$ cat src/rtl/log_lane_if.sv
// log_lane_if: pixel, frame-strobe and sprite-ROM signals shared by a log lane and its driver.
interface log_lane_if;
  logic        frame_clk;
  logic [9:0]  DrawX;
  logic [9:0]  DrawY;
  logic [3:0]  rom_data;
  logic [11:0] rom_addr;
  logic        log_on;
  logic [3:0]  log_index;
  logic        move_pulse;
  logic [9:0]  log_x0;
  modport master (
    output frame_clk, DrawX, DrawY, rom_data,
    input  rom_addr, log_on, log_index, move_pulse, log_x0
  );
  modport slave (
    input  frame_clk, DrawX, DrawY, rom_data,
    output rom_addr, log_on, log_index, move_pulse, log_x0
  );
endinterface

$ cat src/rtl/log_lane.sv
// log_lane: one lane of evenly spaced scrolling logs; steps the offset every FRAME_DIV frames
// and renders through a 3-stage pipeline around the 40x80 log sprite ROM.
module log_lane #(
  parameter int LANE_Y      = 200,
  parameter int NUM_LOGS    = 3,
  parameter int LOG_SPACING = 213,
  parameter int SPEED       = 1,
  parameter int DIR         = 0,
  parameter int FRAME_DIV   = 2
) (
  input logic       Clk,
  input logic       Reset_n,
  log_lane_if.slave bus
);
  logic                r_frame_q;
  logic [3:0]          r_cnt;
  logic [9:0]          r_offset;
  logic                r_move;
  logic [11:0]         r_rom_addr;
  logic                r_hit1;
  logic                r_hit2;
  logic                r_log_on;
  logic [3:0]          r_log_index;
  logic                w_frame_ev;
  logic                w_cnt_wrap;
  logic                w_step;
  logic [10:0]         w_inc;
  logic [9:0]          w_next_off;
  logic [9:0]          w_xk [NUM_LOGS];
  logic [9:0]          w_rx [NUM_LOGS];
  logic [NUM_LOGS-1:0] w_hk;
  logic                w_in_lane;
  logic                w_any;
  logic                w_hit;
  logic [9:0]          w_sel_x;
  logic [5:0]          w_rel_y;
  logic [11:0]         w_addr;
  logic                w_opaque;
  assign w_frame_ev = bus.frame_clk && !r_frame_q;
  assign w_cnt_wrap = r_cnt == 4'(FRAME_DIV - 1);
  assign w_step     = w_frame_ev && w_cnt_wrap;
  assign w_inc      = {1'b0, r_offset} + 11'(SPEED);
  assign w_next_off = DIR == 0
    ? (w_inc >= 11'd640 ? 10'(w_inc - 11'd640) : w_inc[9:0])
    : (r_offset < 10'(SPEED) ? 10'(r_offset + 10'(640 - SPEED)) : 10'(r_offset - 10'(SPEED)));
  genvar k;
  for (k = 0; k < NUM_LOGS; k++) begin : g_log
    // k*LOG_SPACING is folded into 0..639 at elaboration so one subtract suffices at run time
    localparam logic [10:0] KOFF = 11'((k * LOG_SPACING) % 640);
    logic [10:0] w_s;
    assign w_s     = {1'b0, r_offset} + KOFF;
    assign w_xk[k] = w_s >= 11'd640 ? 10'(w_s - 11'd640) : w_s[9:0];
    assign w_rx[k] = bus.DrawX >= w_xk[k] ? 10'(bus.DrawX - w_xk[k]) : 10'(bus.DrawX + 10'd640 - w_xk[k]);
    assign w_hk[k] = w_rx[k] < 10'd80;
  end
  assign w_in_lane = bus.DrawY >= 10'(LANE_Y) && bus.DrawY < 10'(LANE_Y + 40)
                  && bus.DrawX < 10'd640 && bus.DrawY < 10'd480;
  always_comb begin
    w_any   = 1'b0;
    w_sel_x = '0;
    for (int i = NUM_LOGS - 1; i >= 0; i--) begin
      w_any   = w_hk[i] ? 1'b1 : w_any;
      w_sel_x = w_hk[i] ? w_rx[i] : w_sel_x;
    end
  end
  assign w_hit    = w_in_lane && w_any;
  assign w_rel_y  = 6'(bus.DrawY - 10'(LANE_Y));
  assign w_addr   = 12'(w_rel_y) * 12'd80 + 12'(w_sel_x);
  assign w_opaque = r_hit2 && (bus.rom_data != 4'd0);
  always_ff @(posedge Clk or negedge Reset_n) begin
    if (!Reset_n) begin
      r_frame_q   <= 1'b0;
      r_cnt       <= '0;
      r_offset    <= '0;
      r_move      <= 1'b0;
      r_rom_addr  <= '0;
      r_hit1      <= 1'b0;
      r_hit2      <= 1'b0;
      r_log_on    <= 1'b0;
      r_log_index <= '0;
    end else begin
      r_frame_q   <= bus.frame_clk;
      r_cnt       <= w_frame_ev ? (w_cnt_wrap ? 4'd0 : 4'(r_cnt + 4'd1)) : r_cnt;
      r_offset    <= w_step ? w_next_off : r_offset;
      r_move      <= w_step;
      r_rom_addr  <= w_hit ? w_addr : 12'd0;
      r_hit1      <= w_hit;
      r_hit2      <= r_hit1;
      r_log_on    <= w_opaque;
      r_log_index <= w_opaque ? bus.rom_data : 4'd0;
    end
  end
  assign bus.rom_addr   = r_rom_addr;
  assign bus.log_on     = r_log_on;
  assign bus.log_index  = r_log_index;
  assign bus.move_pulse = r_move;
  assign bus.log_x0     = r_offset;
endmodule

$ cat src/flat_wrapper.sv
// flat-port wrapper written by rule: the top's interface ports become plain ports
module log_lane_flat 
#(
  parameter int LANE_Y      = 200,
  parameter int NUM_LOGS    = 3,
  parameter int LOG_SPACING = 213,
  parameter int SPEED       = 1,
  parameter int DIR         = 0,
  parameter int FRAME_DIV   = 2
)
  (Clk, Reset_n, bus_frame_clk, bus_DrawX, bus_DrawY, bus_rom_data, bus_rom_addr, bus_log_on, bus_log_index, bus_move_pulse, bus_log_x0);
  log_lane_if bus_i ();
  input logic Clk;
  input logic Reset_n;
  input wire logic [$bits(bus_i.frame_clk)-1:0] bus_frame_clk;
  input wire logic [$bits(bus_i.DrawX)-1:0] bus_DrawX;
  input wire logic [$bits(bus_i.DrawY)-1:0] bus_DrawY;
  input wire logic [$bits(bus_i.rom_data)-1:0] bus_rom_data;
  output wire logic [$bits(bus_i.rom_addr)-1:0] bus_rom_addr;
  output wire logic [$bits(bus_i.log_on)-1:0] bus_log_on;
  output wire logic [$bits(bus_i.log_index)-1:0] bus_log_index;
  output wire logic [$bits(bus_i.move_pulse)-1:0] bus_move_pulse;
  output wire logic [$bits(bus_i.log_x0)-1:0] bus_log_x0;
  assign bus_i.frame_clk = bus_frame_clk;
  assign bus_i.DrawX = bus_DrawX;
  assign bus_i.DrawY = bus_DrawY;
  assign bus_i.rom_data = bus_rom_data;
  assign bus_rom_addr = bus_i.rom_addr;
  assign bus_log_on = bus_i.log_on;
  assign bus_log_index = bus_i.log_index;
  assign bus_move_pulse = bus_i.move_pulse;
  assign bus_log_x0 = bus_i.log_x0;
  log_lane #(.LANE_Y(LANE_Y), .NUM_LOGS(NUM_LOGS), .LOG_SPACING(LOG_SPACING), .SPEED(SPEED), .DIR(DIR), .FRAME_DIV(FRAME_DIV)) u_core (.Clk(Clk), .Reset_n(Reset_n), .bus(bus_i));
endmodule
$ cat config.mk
export PLATFORM = sky130hd
export DESIGN_NAME = log_lane_flat
export DESIGN_NICKNAME = d
export VERILOG_FILES = /design/src/rtl/log_lane_if.sv /design/src/rtl/log_lane.sv /design/src/flat_wrapper.sv
export SDC_FILE = /design/constraint.sdc
export NUM_CORES = 1
export LEC_CHECK = 0
export BUFFER_PORTS_ARGS = -buffer_cell sky130_fd_sc_hd__clkbuf_2
export CAP_MARGIN = 40
export CELL_PAD_IN_SITES_DETAIL_PLACEMENT = 1
export CELL_PAD_IN_SITES_GLOBAL_PLACEMENT = 2
export CORE_UTILIZATION = 37
export DETAILED_ROUTE_END_ITERATION = 8
export HOLD_SLACK_MARGIN = 0.05
export PLACE_DENSITY_LB_ADDON = 0.2
export SETUP_SLACK_MARGIN = 0.5
export SLEW_MARGIN = 10
export SYNTH_ARGS = -nofsm -noshare
export SYNTH_HDL_FRONTEND = slang
export SYNTH_SLANG_ARGS = --single-unit
$ cat constraint.sdc
create_clock -name Clk -period 6.7 [get_ports Clk]
set_clock_uncertainty 0.15 [all_clocks]
set_input_delay 1.34 -clock Clk [delete_from_list [all_inputs] [get_ports Clk]]
set_output_delay 1.34 -clock Clk [all_outputs]
set_load 0.03 [all_outputs]
# Word level (Yosys, flattened, before mapping)

Cells that the tools add are included.

Register bits: 35
Bits of input ports: 27
Output and inout bits: 28
Logic and storage cells: 67

Add/sub/neg operators: 17
$mul: 1
Magnitude comparators: 14
Eq/ne operators: 1
Mux-type cells: 16
Reduce and logical (&&, ||, !) cells: 9

Operators with widths:

| cell                   | count |
|---|---|
| $mux 10                | 10 |
| $sub 10x10->10         | 6 |
| $sub 10x10->10 const B | 4 |
| $ge 11x10->1 const B   | 3 |
| $ge 10x10->1           | 3 |
| $lt 10x7->1 const B    | 3 |
| $add 12x10->12         | 1 |
| $mux 12                | 1 |
| $add 10x1->11 const B  | 1 |
| $add 10x8->11 const B  | 1 |
| $add 10x9->11 const B  | 1 |
| $add 10x10->10 const B | 1 |
| $ge 10x10->1 const B   | 1 |
| $ge 10x8->1 const B    | 1 |
| $lt 10x10->1 const B   | 1 |
| $lt 10x8->1 const B    | 1 |
| $lt 10x9->1 const B    | 1 |
| $mul 6x3->8 const B    | 1 |
| $mux 4                 | 2 |
| $logic_and 1x1->1      | 7 |
| $sub 6x4->6 const B    | 1 |
| $add 4x1->4 const B    | 1 |
| $eq 4x1->1 const B     | 1 |
| $reduce_bool 4->1      | 1 |
| other kinds (2)        | 4 |

# Depth between registers and ports, before layout

Word-level depth: 11
Gate-level depth with buffers: 30
Gate-level depth less buffers: 28

# Worst setup path before layout

OpenSTA, ideal clock, no wires.

Path kind: reg2reg
Start point: register u_core.r_offset[2] (netlist: u_core.bus.log_x0[2])
End point: register u_core.r_rom_addr[11] (netlist: u_core.bus.rom_addr[11])
Arrival: 5.597 ns
Required time: 6.431 ns
Path slack: 0.834 ns
Stages on the path, launching flop included: 29
Buffers on the path: 2
Path through: dfrtp_1 buf_6 inv_2 ha_1 a211o_1 a211oi_1 or3_1 buf_6 inv_8 ha_1 or4_1 o22a_1 o21ai_1 maj3_2 xnor2_2 a2111oi_4 mux2i_2 and3_1 o31a_1 ha_1 a21o_1 a21oi_1 nor2b_1 o21ai_0 nand2b_1 a21oi_1 nor2_1 xnor2_1 nor2_1

Word-level cells in the longest chain between the ends: 11
Elaborated cells between the ends (all ways): 35
Those cells by class: 12 x add/sub; 9 x order compare; 13 x mux; 1 x reduce/logical

Ends and longest elaborated chain:

| element                                                    | RTL line                       | source |
|---|---|---|
| start: declaration                                         | log_lane.sv:17                 | `logic [9:0] r_offset;` |
| start signal: assignment                                   | log_lane.sv:84                 | `r_offset <= w_step ? w_next_off : r_offset;` |
| $add 10x9->11                                              | log_lane.sv:51                 | `assign w_s = {1'b0, r_offset} + KOFF;` |
| $sub 10x10->10 / $ge 11x10->1 (equally long branches)      | log_lane.sv:52                 | `assign w_xk[k] = w_s >= 11'd640 ? 10'(w_s - 11'd640) : w_s[9:0];` |
| $mux 10                                                    | log_lane.sv:52                 |  |
| $sub 10x10->10 / $ge 10x10->1 (equally long branches)      | log_lane.sv:53                 | `assign w_rx[k] = bus.DrawX >= w_xk[k] ? 10'(bus.DrawX - w_xk[k]) : 10'(bus.DrawX + 10'd640 - w_xk[k]);` |
| $mux 10                                                    | log_lane.sv:53                 |  |
| $lt 10x7->1                                                | log_lane.sv:54                 | `assign w_hk[k] = w_rx[k] < 10'd80;` |
| $mux 10 / $mux 1 (equally long branches) (3 in series)     | log_lane.sv:63, log_lane.sv:62 |  |
| $add 12x10->12 / $logic_and 1x1->1 (equally long branches) | log_lane.sv:68, log_lane.sv:66 |  |
| $mux 12 *                                                  | log_lane.sv:86                 | `r_rom_addr <= w_hit ? w_addr : 12'd0;` |
| end signal: assignment                                     | log_lane.sv:86                 |  |
| end: declaration                                           | log_lane.sv:19                 | `logic [11:0] r_rom_addr;` |

Mark *: on every way between the ends. The rest lies on a longest branch, timed or not.
A chain may end at the register's enable or synchronous reset.

# Worst setup path in the final report

Same ends and word-level chain as after synthesis.

==> qor.csv <==
stage,metric,value,unit
placed_design,post_dp_cell_area,0.00578,sq mm
logic_synthesis,synthCells,617,
critical_path,r2r-end,u_core.bus.rom_addr[11],
worst_hold_path,hold_class,flop to flop,
timing,worstMarginPinSlew,0.657,ns
logic_synthesis,synth_edf_count,0,
cts,cts_buffers,5,
logic_synthesis,ys_ff_latch,35,
routing,drt-initial-drc-count,261,
placed_design,dp_cells,850,
die,start_util,0.380,
global_routing,grt_overflow,0,
critical_path,critical_path_arrival,5.88,ns
logic_synthesis,synth_top_area_frac,0.166,
die,core,0.0139,sq mm
routing,wl_per_cell,18.5,microns
finish,fin_cells,868,
routing,wirelength,16.1,mm
cts,cts.sinks,35,
logic_synthesis,yosys_warnings,0,
timing,finalHoldViolCount,0,
critical_path,criticalPathCategory,flop to flop,
global_routing,grt_max_degree,36,
timing,drv_slew,0,
cts,cts_buffer_depth,2,
pwr,power_density,442,mW/mm^2
timing,finalCritPeriodShare,0.878,
die,fp.dieW,121,microns
worst_hold_path,hold_end,u_core.r_hit2,
routing,ant_nets,0,
die,dieArea,0.0147,sq mm
routing,vias,5007,
timing,rsz0062_at_grt,no,
placed_design,portBuffers,54,
routing,drc,0,
worst_hold_path,min_path_cells,0,
cts,h-tree-depth,2,
logic_synthesis,syn_area_per_cell,8.55,sq um
critical_path,crit_slowest_cell,dfrtp_2,
critical_path,rr_worst_depth,25,
placed_design,globalplace.congestion,0.878,
global_routing,grt_pass1_vias,5183,
logic_synthesis,synth_top_cell_by_area,dfrtp_1,
logic_synthesis,yosysSeqAreaShare,0.166,
critical_path,crit_required,6.70,ns
timing,finalSetupViolations,0,
finish,drive_gt1_frac,0.244,
cts,cts_root_buf,clkbuf_16,
pwr,p_leak,0.00271,uW
status,outcome,"finished, final reports clean",
cts,clk_latency,0.28,ns
critical_path,reg2reg_from,u_core.bus.log_x0[2],
timing,tns,0,ns
critical_path,slowest_delay,0.47,ns
flow_run,maxCapViolCount,0,
finish,design_area,0.00616,sq mm
logic_synthesis,ys_types,100,
logic_synthesis,synthArstFlopShare,1.00,
critical_path,r2r_setup_slack,0.82,ns
timing,period_needed,5.88,ns
cts,cts_hold_buf,0,
critical_path,worstSetupStartpointType,flop,
critical_path,critPathMaxFanout,8,
timing,timing.fmax,170,MHz
routing,drt_pre_antenna_iters,4,
global_routing,antenna_found_initial,0,
finish,fin_util,0.444,
pwr,total_power,2720,uW
worst_hold_path,min-delay-start,u_core.r_hit1,
timing,max-slew-margin-rel,0.559,
critical_path,critPathCaptureType,flop,
logic_synthesis,ys.flop_type,dfrtp_1,
die,num_io_pins,55,
finish,fin_nets,775,
die,row_count,43,
routing,vias_per_cell,5.77,
logic_synthesis,synth_area_leaders,"dfrtp_1 (17%), ha_1 (13%), xnor2_1 (6.6%), a21oi_1 (3.5%), inv_1 (3.1%)",
pwr,ir_drop,0.000160,V
logic_synthesis,netlist_area,0.00528,sq mm
global_routing,grt_pass1_wl,26.6,mm
finish,syn2layout_area_growth,16.8,%
cts,tritoncts,yes,
finish,antennaDiodeCount,0,
die,die_y,121,microns
placed_design,detailed_place_hpwl,13.2,mm
cts,clk_pin_slew_worst_paths,0.06,ns
global_routing,grt.total_usage,0.227,
## sequential cells by signal, indices dropped and copies added (netlist names)
signal,cells
u_core.bus.log_index,4
u_core.r_hit1,1
u_core.bus.log_x0,10
u_core.bus.move_pulse,1
u_core.r_frame_q,1
u_core.r_hit2,1
u_core.bus.log_on,1
u_core.bus.rom_addr,12
u_core.r_cnt,4
## worst max path at each step
stage / start / endpoint / slack, ns
floorplan: u_core.bus.log_x0[2] / u_core.bus.rom_addr[11] / 0.83
global placement: bus_DrawX[0] / u_core.bus.rom_addr[10] / 0.36
detailed placement: bus_DrawX[0] / u_core.bus.rom_addr[11] / 0.27
CTS: u_core.bus.log_x0[2] / u_core.bus.rom_addr[11] / 0.51
global route: u_core.bus.log_x0[2] / u_core.bus.rom_addr[10] / 0.47
finish: u_core.bus.log_x0[2] / u_core.bus.rom_addr[11] / 0.82
## where the power goes
part / switching, uW / internal (uW)
clock: 97.7 / 139
sequential: 48.3 / 237
combinational: 1280 / 917
total: 1430 / 1290
## critical path, delay by kind of cell, from the launching register on
family	cells	cell delay, ns
AO/OA/AOI/OAI	10	2.44
adder cells (fa/ha/maj)	4	1.13
AND/OR/NAND/NOR	7	1.03
flip-flops	1	0.47
XOR/XNOR	2	0.24
multiplexers	1	0.16
buffers and inverters	1	0.08
## cell type report
class	instances	area, sq um
well taps	180	225
repair buffers	82	500
multi-input cells	514	4220
flip-flops and latches	35	882
fillers	1674	7720
clock buffers	5	125
inverters	49	191
clock inverters	3	23.8
## kinds of logic after synthesis
group                    after synthesis  synth area share
AO/OA/AOI/OAI                        195             0.285
XOR/XNOR                              56             0.105
adder cells (fa/ha/maj)               64             0.158
buffers and inverters                 70            0.0628
flip-flops                            35             0.166
multiplexers                          10            0.0211
other                                  1          0.000711
AND/OR/NAND/NOR                      186             0.201
## cell usage after synthesis, types with 6 or more instances
master,count
a211oi_1,6
a21o_1,13
a21oi_1,37
and2_1,8
and3_1,11
buf_2,7
buf_6,7
clkbuf_1,6
dfrtp_1,35
ha_1,56
inv_1,44
mux2i_1,6
nand2_1,30
nand2b_1,8
nand3_1,15
nand4_1,11
nor2_1,40
nor2b_1,15
nor3_1,9
o211ai_1,7
o21a_1,10
o21ai_0,25
o21ai_1,8
xnor2_1,40
xor2_1,9
## cells in the final DEF, fill, tap and decap left out, types with 7 or more instances in the layout
| master | instances |
|---|---|
| a21o_1 | 13 |
| nor3_1 | 9 |
| nor2b_1 | 14 |
| o21ai_1 | 8 |
| clkbuf_2 | 54 |
| buf_4 | 27 |
| nand3_1 | 15 |
| dfrtp_1 | 30 |
| and2_1 | 8 |
| nand4_1 | 11 |
| o211ai_1 | 7 |
| inv_1 | 43 |
| a21oi_1 | 36 |
| and3_1 | 11 |
| o21a_1 | 9 |
| xnor2_1 | 40 |
| nand2_1 | 30 |
| nor2_1 | 40 |
| xor2_1 | 9 |
| ha_1 | 51 |
| nand2b_1 | 8 |
| o21ai_0 | 24 |
## routing by layer
layer,track usage,wire [microns]
met5,0,0
met4,0.0316,109
met3,0.0164,407
met1,0.313,7720
met2,0.394,7850
## timing repair
| action | 4_1_cts | 5_1_grt |
|---|---|---|
| buffers inserted | 1 | 8 |
| pin swaps | 1 | 8 |
| hold endpoints to repair | 0 | 0 |
| setup endpoints to repair | 3 | 4 |
| resized for setup | 6 | 27 |
## through the flow
stage,worst slack [ns],hold WS [ns]
global route,0.470,0.216
CTS,0.512,0.213
global placement,0.356,0.183
floorplan,0.834,0.181
finish,0.816,0.210
detailed placement,0.274,0.199
Power figures use the tool's default switching activity.
